$ cat src/rtl/updown_counter_param.sv
// Parametrised up/down counter with programmable terminal value, variable step,
// wrap or saturate handling, synchronous clear/load and overflow/underflow flags.
module updown_counter_param #(
    parameter int width_p      = 8,
    parameter int max_val_p    = 2**width_p - 1,
    parameter int step_width_p = 4,
    parameter int saturate_p   = 0,
    parameter int reset_val_p  = 0
) (
    input  logic                    clk_i,
    input  logic                    reset_i,
    input  logic                    clear_i,
    input  logic                    load_i,
    input  logic [width_p-1:0]      load_val_i,
    input  logic                    en_i,
    input  logic                    up_i,
    input  logic                    down_i,
    input  logic [step_width_p-1:0] step_i,
    output logic [width_p-1:0]      count_o,
    output logic                    at_max_o,
    output logic                    at_min_o,
    output logic                    wrap_o,
    output logic                    ovf_sticky_o,
    output logic                    udf_sticky_o
);

    // Two guard bits keep count+step and count+max+1 exact before the bound compare.
    localparam int ext_w = width_p + 2;
    localparam logic [ext_w-1:0]   max_x = ext_w'(max_val_p);
    localparam logic [ext_w-1:0]   one_x = ext_w'(1);
    localparam logic [width_p-1:0] max_c = width_p'(max_val_p);
    localparam logic [width_p-1:0] rst_c = width_p'(reset_val_p);

    logic [ext_w-1:0]   cnt_x;
    logic [ext_w-1:0]   step_x;
    logic [ext_w-1:0]   s_eff;
    logic [ext_w-1:0]   load_x;
    logic [ext_w-1:0]   sum_up;
    logic [ext_w-1:0]   dif_dn;
    logic               do_up;
    logic               do_down;
    logic               ovf;
    logic               udf;
    logic [width_p-1:0] count_n;
    logic               wrap_n;
    logic               ovf_n;
    logic               udf_n;

    always_comb begin
        cnt_x   = ext_w'(count_o);
        step_x  = ext_w'(step_i);
        s_eff   = (step_x > max_x) ? max_x : step_x;
        load_x  = ext_w'(load_val_i);
        do_up   = en_i & up_i & ~down_i;
        do_down = en_i & down_i & ~up_i;
        sum_up  = cnt_x + s_eff;
        dif_dn  = cnt_x - s_eff;
        ovf     = do_up & (sum_up > max_x);
        udf     = do_down & (s_eff > cnt_x);

        count_n = count_o;
        wrap_n  = 1'b0;
        ovf_n   = ovf_sticky_o;
        udf_n   = udf_sticky_o;

        if (clear_i) begin
            count_n = rst_c;
            ovf_n   = 1'b0;
            udf_n   = 1'b0;
        end else if (load_i) begin
            count_n = (load_x > max_x) ? max_c : load_val_i;
        end else if (do_up) begin
            if (ovf) begin
                wrap_n  = 1'b1;
                ovf_n   = 1'b1;
                count_n = (saturate_p != 0) ? max_c : width_p'(sum_up - max_x - one_x);
            end else begin
                count_n = width_p'(sum_up);
            end
        end else if (do_down) begin
            if (udf) begin
                wrap_n  = 1'b1;
                udf_n   = 1'b1;
                count_n = (saturate_p != 0) ? '0 : width_p'(cnt_x + max_x + one_x - s_eff);
            end else begin
                count_n = width_p'(dif_dn);
            end
        end
    end

    always_ff @(posedge clk_i or negedge reset_i) begin
        if (!reset_i) begin
            count_o      <= rst_c;
            wrap_o       <= 1'b0;
            ovf_sticky_o <= 1'b0;
            udf_sticky_o <= 1'b0;
        end else begin
            count_o      <= count_n;
            wrap_o       <= wrap_n;
            ovf_sticky_o <= ovf_n;
            udf_sticky_o <= udf_n;
        end
    end

    assign at_max_o = (count_o == max_c);
    assign at_min_o = (count_o == '0);

endmodule

$ cat config.mk
export PLATFORM = sky130hd
export DESIGN_NAME = updown_counter_param
export DESIGN_NICKNAME = d
export VERILOG_FILES = /design/src/rtl/updown_counter_param.sv
export SDC_FILE = /design/constraint.sdc
export NUM_CORES = 1
export LEC_CHECK = 0
export CAP_MARGIN = 20
export CORE_ASPECT_RATIO = 1.5
export CORE_MARGIN = 5
export CORE_UTILIZATION = 43
export CTS_CLUSTER_DIAMETER = 30
export CTS_CLUSTER_SIZE = 25
export DETAILED_ROUTE_END_ITERATION = 16
export PLACE_DENSITY = 0.75
export SETUP_SLACK_MARGIN = 0.4
export SLEW_MARGIN = 20
export SYNTH_ARGS = -nofsm -noshare
export SYNTH_HDL_FRONTEND = slang
export SYNTH_SLANG_ARGS = --single-unit
$ cat constraint.sdc
create_clock -name clk_i -period 3.26 [get_ports clk_i]
set_clock_uncertainty 0.2 [all_clocks]
set_input_delay 0.815 -clock clk_i [delete_from_list [all_inputs] [get_ports clk_i]]
set_output_delay 0.815 -clock clk_i [all_outputs]
set_load 0.01 [all_outputs]
==> results of run 1 <==
per-layer routing:
metal  wire (µm)  share of wire, %  global-route usage (%)  up-vias
li1            -                 -                       -      580
met1        1260                36                    21.6      600
met2        1940                55                    34.3       56
met3         190               5.4                    3.07       15
met4         121               3.4                    9.62        0
met5           0                 0                       0        -
sequential cells by signal (all words and copies together), names as in the netlist:
register / count
count_o: 8
wrap_o: 1
ovf_sticky_o: 1
udf_sticky_o: 1
synth_stat cells, drive strengths merged:
cell type	number
a2111oi	2
a211o	1
a21o	2
a21oi	12
a221o	1
a22oi	1
a311oi	2
a41oi	1
and2b	3
and3	2
and3b	1
buf	2
dfrtp	11
dlygate4sd1	2
fa	2
ha	8
inv	11
mux2i	2
nand2	14
nand3	3
nand3b	5
nand4	1
nor2	9
nor2b	3
nor3	3
nor3b	1
nor4	1
o211ai	3
o21a	3
o21ai	8
o21bai	1
o221ai	1
o311ai	3
o31a	1
o32a	1
o32ai	1
or3	3
or4	2
xnor2	1
cells by family after synthesis:
kind of cell	synth area share, %
AND/OR/NAND/NOR	24.6
AO/OA/AOI/OAI	29.9
buffers and inverters	6.57
flip-flops	24.1
adder cells (fa/ha/maj)	12.3
multiplexers	1.75
XOR/XNOR	0.767
worst min path at each step:
stage	end	depth (start not counted)
after floorplan	count_o[0]	0
after global routing	udf_sticky_o	2
final	ovf_sticky_o	2
after detailed placement	ovf_sticky_o	2
after CTS	ovf_sticky_o	2
after global placement	ovf_sticky_o	2
stage by stage:
| step | worst slack (ns) | hold slack (ns) | instance area [µm²] | cells |
|---|---|---|---|---|
| after floorplan | 0.483 | 0.319 | 1140 | 134 |
| after global placement | -0.107 | 0.299 | 1500 | 203 |
| after detailed placement | -0.177 | 0.302 | 1500 | 203 |
| after CTS | 0.464 | 0.319 | 1610 | 211 |
| after global routing | 0.407 | 0.342 | 1670 | 213 |
| final | 0.509 | 0.316 | 1670 | 213 |
worst max-delay path, stage by stage:
cell and delay [ns]:
clkdlybuf4s50_1 0.48, inv_1 0.08, ha_4 0.28, inv_1 0.13
o21a_1 0.18, buf_4 0.12, nor2_2 0.03, buf_4 0.13
o32a_1 0.33, nor3_1 0.13
cell type report:
class	instances	area [µm²]
flip-flops and latches	11	280
repair buffers	42	393
well taps	37	46.3
inverters	11	41.3
fillers	224	952
clock buffers	4	45.0
multi-input cells	108	861
power by group through the flow:
| stage | Clock [mW] | Combinational (mW) | Sequential [mW] |
|---|---|---|---|
| 6_report | 0.142 | 0.204 | 0.161 |
| 5_1_grt | 0.150 | 0.223 | 0.163 |
| 4_1_cts | 0.141 | 0.192 | 0.160 |
| 3_5_place_dp | 0 | 0.176 | 0.163 |
| 3_3_place_gp | 0 | 0.171 | 0.163 |
| 2_1_floorplan | 0 | 0.102 | 0.162 |
timing repair:
item / CTS / global route
buffers inserted: 4 / 2
pin swaps: 12 / 10
resized for setup: 15 / 14
cloned: 0 / 0
setup endpoints to repair: 8 / 5
==> results.ini, run 1 <==
[outcome]
status = finished clean

[sta]
period_share_pct = 84.4
worst_pin_slew_ns = 0.704
layout_min_cycle_time_ns = 2.75
setup_viol = 0
hold_violations = 0
rsz0062_at_grt = false
fin_setup_tns_ns = 0
relSlewSlack_pct = 52.6
clock.fmax_mhz = 364
slew_violations = 0

[pwr]
seqPwrFrac_pct = 31.8
p_leak_nw = 0.689
combPwrFrac_pct = 40.2
swShare_pct = 33.0
p_total_uw = 507
cellPowerDensity_nw_per_um2 = 304
p_int_uw = 340
vdd_drop_max_uv = 287
clockPowerShare_pct = 27.9
p_sw_uw = 167

[cells_and_area]
final_util_pct = 63.6
area_delta_synth_final_pct = 45.9
n_antenna_cell = 0
layout-drive-gt1-share_pct = 23.9
final_cell_mix = clkdlybuf4s50_1 (26), nand2_1 (14), buf_4 (12)
mostFrequentLayoutCell = clkdlybuf4s50_1
finalNetCount = 206

[floorplan]
row_count = 23
die_h_um = 73.1
die_w_um = 52.1
core-area_um2 = 2620
die_area_um2 = 3810
io_pins = 32
initial_core_util_pct = 43.6

[synthesis]
synth_top_cell_area_share_pct = 24.1
syn-cell-area_um2 = 1140
synth.avg_cell_area_um2 = 8.52
yosys.area.top_type = dfrtp_1
synth_seq_area_share_pct = 24.1
synth_warnings = 0
ys_top_cells_by_area = dfrtp_1 (24%), ha_1 (8.8%), a21oi_1 (5.3%), nand2_1 (4.6%), inv_1 (3.6%)
netlist_instances = 134
ys_seq_elements = 11
syn_nets = 163
yosysUniqueCellTypes = 46

[grt]
antenna_found_initial = 0
grt_pass1_wl_um = 5640
grt_start_max_net_pins = 13
grt_pass1_vias = 1268
grt_remaining_overflow = 0
gr-usage-all-layers_pct = 19.3

[clock_tree]
cts_tree = yes
htreeDepth = 1
clk_path_buf_depth = 2
numClockSinks = 11
clk_latency_ns = 0.24
numCtsBuffers = 3
ctsHoldBuffers = 0
path_clk_slew_ns = 0.05
root_buffer = clkbuf_8

[worst_setup_path]
crit_end = wrap_o
r2r_cells = 9
path_class = input port to register
start_kind = input port
rr_startpoint = count_o[0]
r2r-end = count_o[6]
critPathLaunch = step_i[3]
endpoint_kind = register
arrival_ns = 2.71
cp_max_fo = 7
required_ns = 3.22
r2r_setup_slack_ns = 0.69

[route]
first_pass_iters = 4
drt_iter0_markers = 52
wl_per_cell_um = 16.5
drt-total-wl_um = 3510
remaining_drc_errors = 0
vias_per_cell = 5.87
antenna_left = 0
via_count = 1251

[min_path]
min_from = ovf_sticky_o
min_path_type = register to register

[placement]
io_buffers = 31
hpwl_um = 2570
gp_congestion = 0.892

[job]
cap_violations = 0

Power figures use the tool's default switching activity.
==> run 2, diff against run 1 <==
- clock period: 3.26 -> 2.6 ns (I/O delays scaled with it)
==> results.ini, run 2 (synthesized netlist as in run 1, its figures left out) <==
[outcome]
status = finished clean

[clock_tree]
numClockSinks = 11
clk_path_buf_depth = 2
htreeDepth = 1
root_buffer = clkbuf_8
path_clk_slew_ns = 0.05
cts_tree = yes
ctsHoldBuffers = 0
clk_latency_ns = 0.25
numCtsBuffers = 3

[route]
vias_per_cell = 5.79
antenna_left = 0
first_pass_iters = 4
drt_iter0_markers = 45
wl_per_cell_um = 17.3
via_count = 1309
remaining_drc_errors = 0
drt-total-wl_um = 3910

[worst_setup_path]
endpoint_kind = register
r2r-end = count_o[6]
path_class = register to register
slowest_delay_ns = 0.40
cp.buffers_inverters = 1
r2r_setup_slack_ns = 0.21
crit_chain = buf_6, ha_4, fa_2, and2b_2, o21a_1, o211ai_1, a311oi_2, a2111oi_2
cp_max_fo = 5
cp_top_family = compound AO/OA/AOI/OAI gates
required_ns = 2.53
slowest_stage = dfrtp_1
r2r_cells = 8
rr_startpoint = count_o[0]
start_kind = register
arrival_ns = 2.33

[grt]
gr-usage-all-layers_pct = 21.4
grt_pass1_vias = 1349
antenna_found_initial = 0
grt_start_max_net_pins = 13
grt_remaining_overflow = 0
grt_pass1_wl_um = 6070

[cells_and_area]
largest_reg_flops = 8
n_antenna_cell = 0
final_cell_mix = buf_4 (22), clkdlybuf4s50_1 (21), nand2_1 (14)
finalNetCount = 219
regMostFlops = count_o
mostFrequentLayoutCell = buf_4
layout-drive-gt1-share_pct = 36.0
stdcell_count = 226
area_delta_synth_final_pct = 65.6

[placement]
io_buffers = 31
hpwl_um = 2870
place_inst = 216
gp_congestion = 0.954

[min_path]
hold_depth = 2
worstHoldEndpoint = ovf_sticky_o
min_from = ovf_sticky_o
min_path_type = register to register

[floorplan]
die_area_um2 = 3810
core-area_um2 = 2620
io_pins = 32
initial_core_util_pct = 43.6
die_w_um = 52.1
row_count = 23
die_h_um = 73.1

[pwr]
p_total_uw = 691
cellPowerDensity_nw_per_um2 = 365
p_leak_nw = 0.810
vdd_drop_max_uv = 290

[sta]
slew_violations = 0
clock.fmax_mhz = 418
worst_pin_slew_ns = 0.529
period_share_pct = 92.0
relSlewSlack_pct = 64.6
layout_min_cycle_time_ns = 2.39
rsz0062_at_grt = true
setup_viol = 0
hold_violations = 0

[job]
cap_violations = 0

-- run 2: cell count changes in the layout (fill, tap and decap cells not counted), moves of 2 or more --
cell / before / now
dfrtp_2: 4 / 0
dfrtp_1: 7 / 11
inv_1: 9 / 6
clkdlybuf4s50_1: 26 / 21
dlymetal6s2s_1: 2 / 4
buf_6: 0 / 4
buf_4: 12 / 22
ha_4: 3 / 5
inv_2: 2 / 4
-- run 2: where the power goes --
part | total, mW | switching (mW) | leakage (nW) | internal (mW)
Combinational | 0.321 | 0.153 | 0.640 | 0.169
Sequential | 0.192 | 0.0102 | 0.147 | 0.182
Clock | 0.178 | 0.0696 | 0.0228 | 0.108
-- run 2: cell type report --
class                           instances  area (µm²)
Timing Repair Buffer                   55         514
Sequential cell                        11         275
Fill cell                             189         727
Tap cell                               37        46.3
Multi-Input combinational cell        108         967
Inverter                               11        43.8
Clock buffer                            4        45.0
-- run 2: tightest hold or removal path, cell delays in order, from the launching register on --
cell and delay [ns]:
dfrtp_1 0.35, a41oi_2 0.04, nor2_1 0.08
-- run 2: per-layer routing --
layer  part of all wire [%]  global-route usage [%]  vias to the layer above
met2                     56                    40.6                       53
li1                       -                       -                      606
met3                    4.4                    4.91                       15
met4                    3.9                    9.33                        0
met5                      0                       0                        -
met1                     36                    21.2                      635
-- run 2: how the worst max path moves through the flow --
stage	slack [ns]	from	depth (start not counted)	endpoint
6_report	0.21	count_o[0]	8	count_o[6]
5_1_grt	0.12	count_o[0]	9	count_o[6]
2_1_floorplan	0.19	step_i[0]	8	count_o[6]
4_1_cts	0.05	step_i[0]	9	count_o[6]
3_3_place_gp	-0.50	step_i[0]	9	count_o[6]
3_5_place_dp	-0.57	step_i[0]	9	count_o[6]
-- run 2: what timing repair did --
action | 4_1_cts | 5_1_grt
resized for setup | 44 | 18
setup endpoints to repair | 12 | 18
endpoints found under the hold margin | 0 | 0
setup buffers | 3 | 3
pin swaps | 14 | 13
-- run 2: stage by stage --
step | setup WS, ns | util [%] | TNS [ns] | hold WS (ns) | cell area (µm²)
after detailed placement | -0.574 | 62.2 | -3.33 | 0.307 | 1630
after global placement | -0.497 | 62.2 | -2.93 | 0.304 | 1630
final | 0.208 | 72.2 | 0 | 0.315 | 1890
after global routing | 0.124 | 72.2 | 0 | 0.353 | 1890
after CTS | 0.0500 | 68.8 | 0 | 0.319 | 1800
after floorplan | 0.187 | - | 0 | 0.154 | 1170
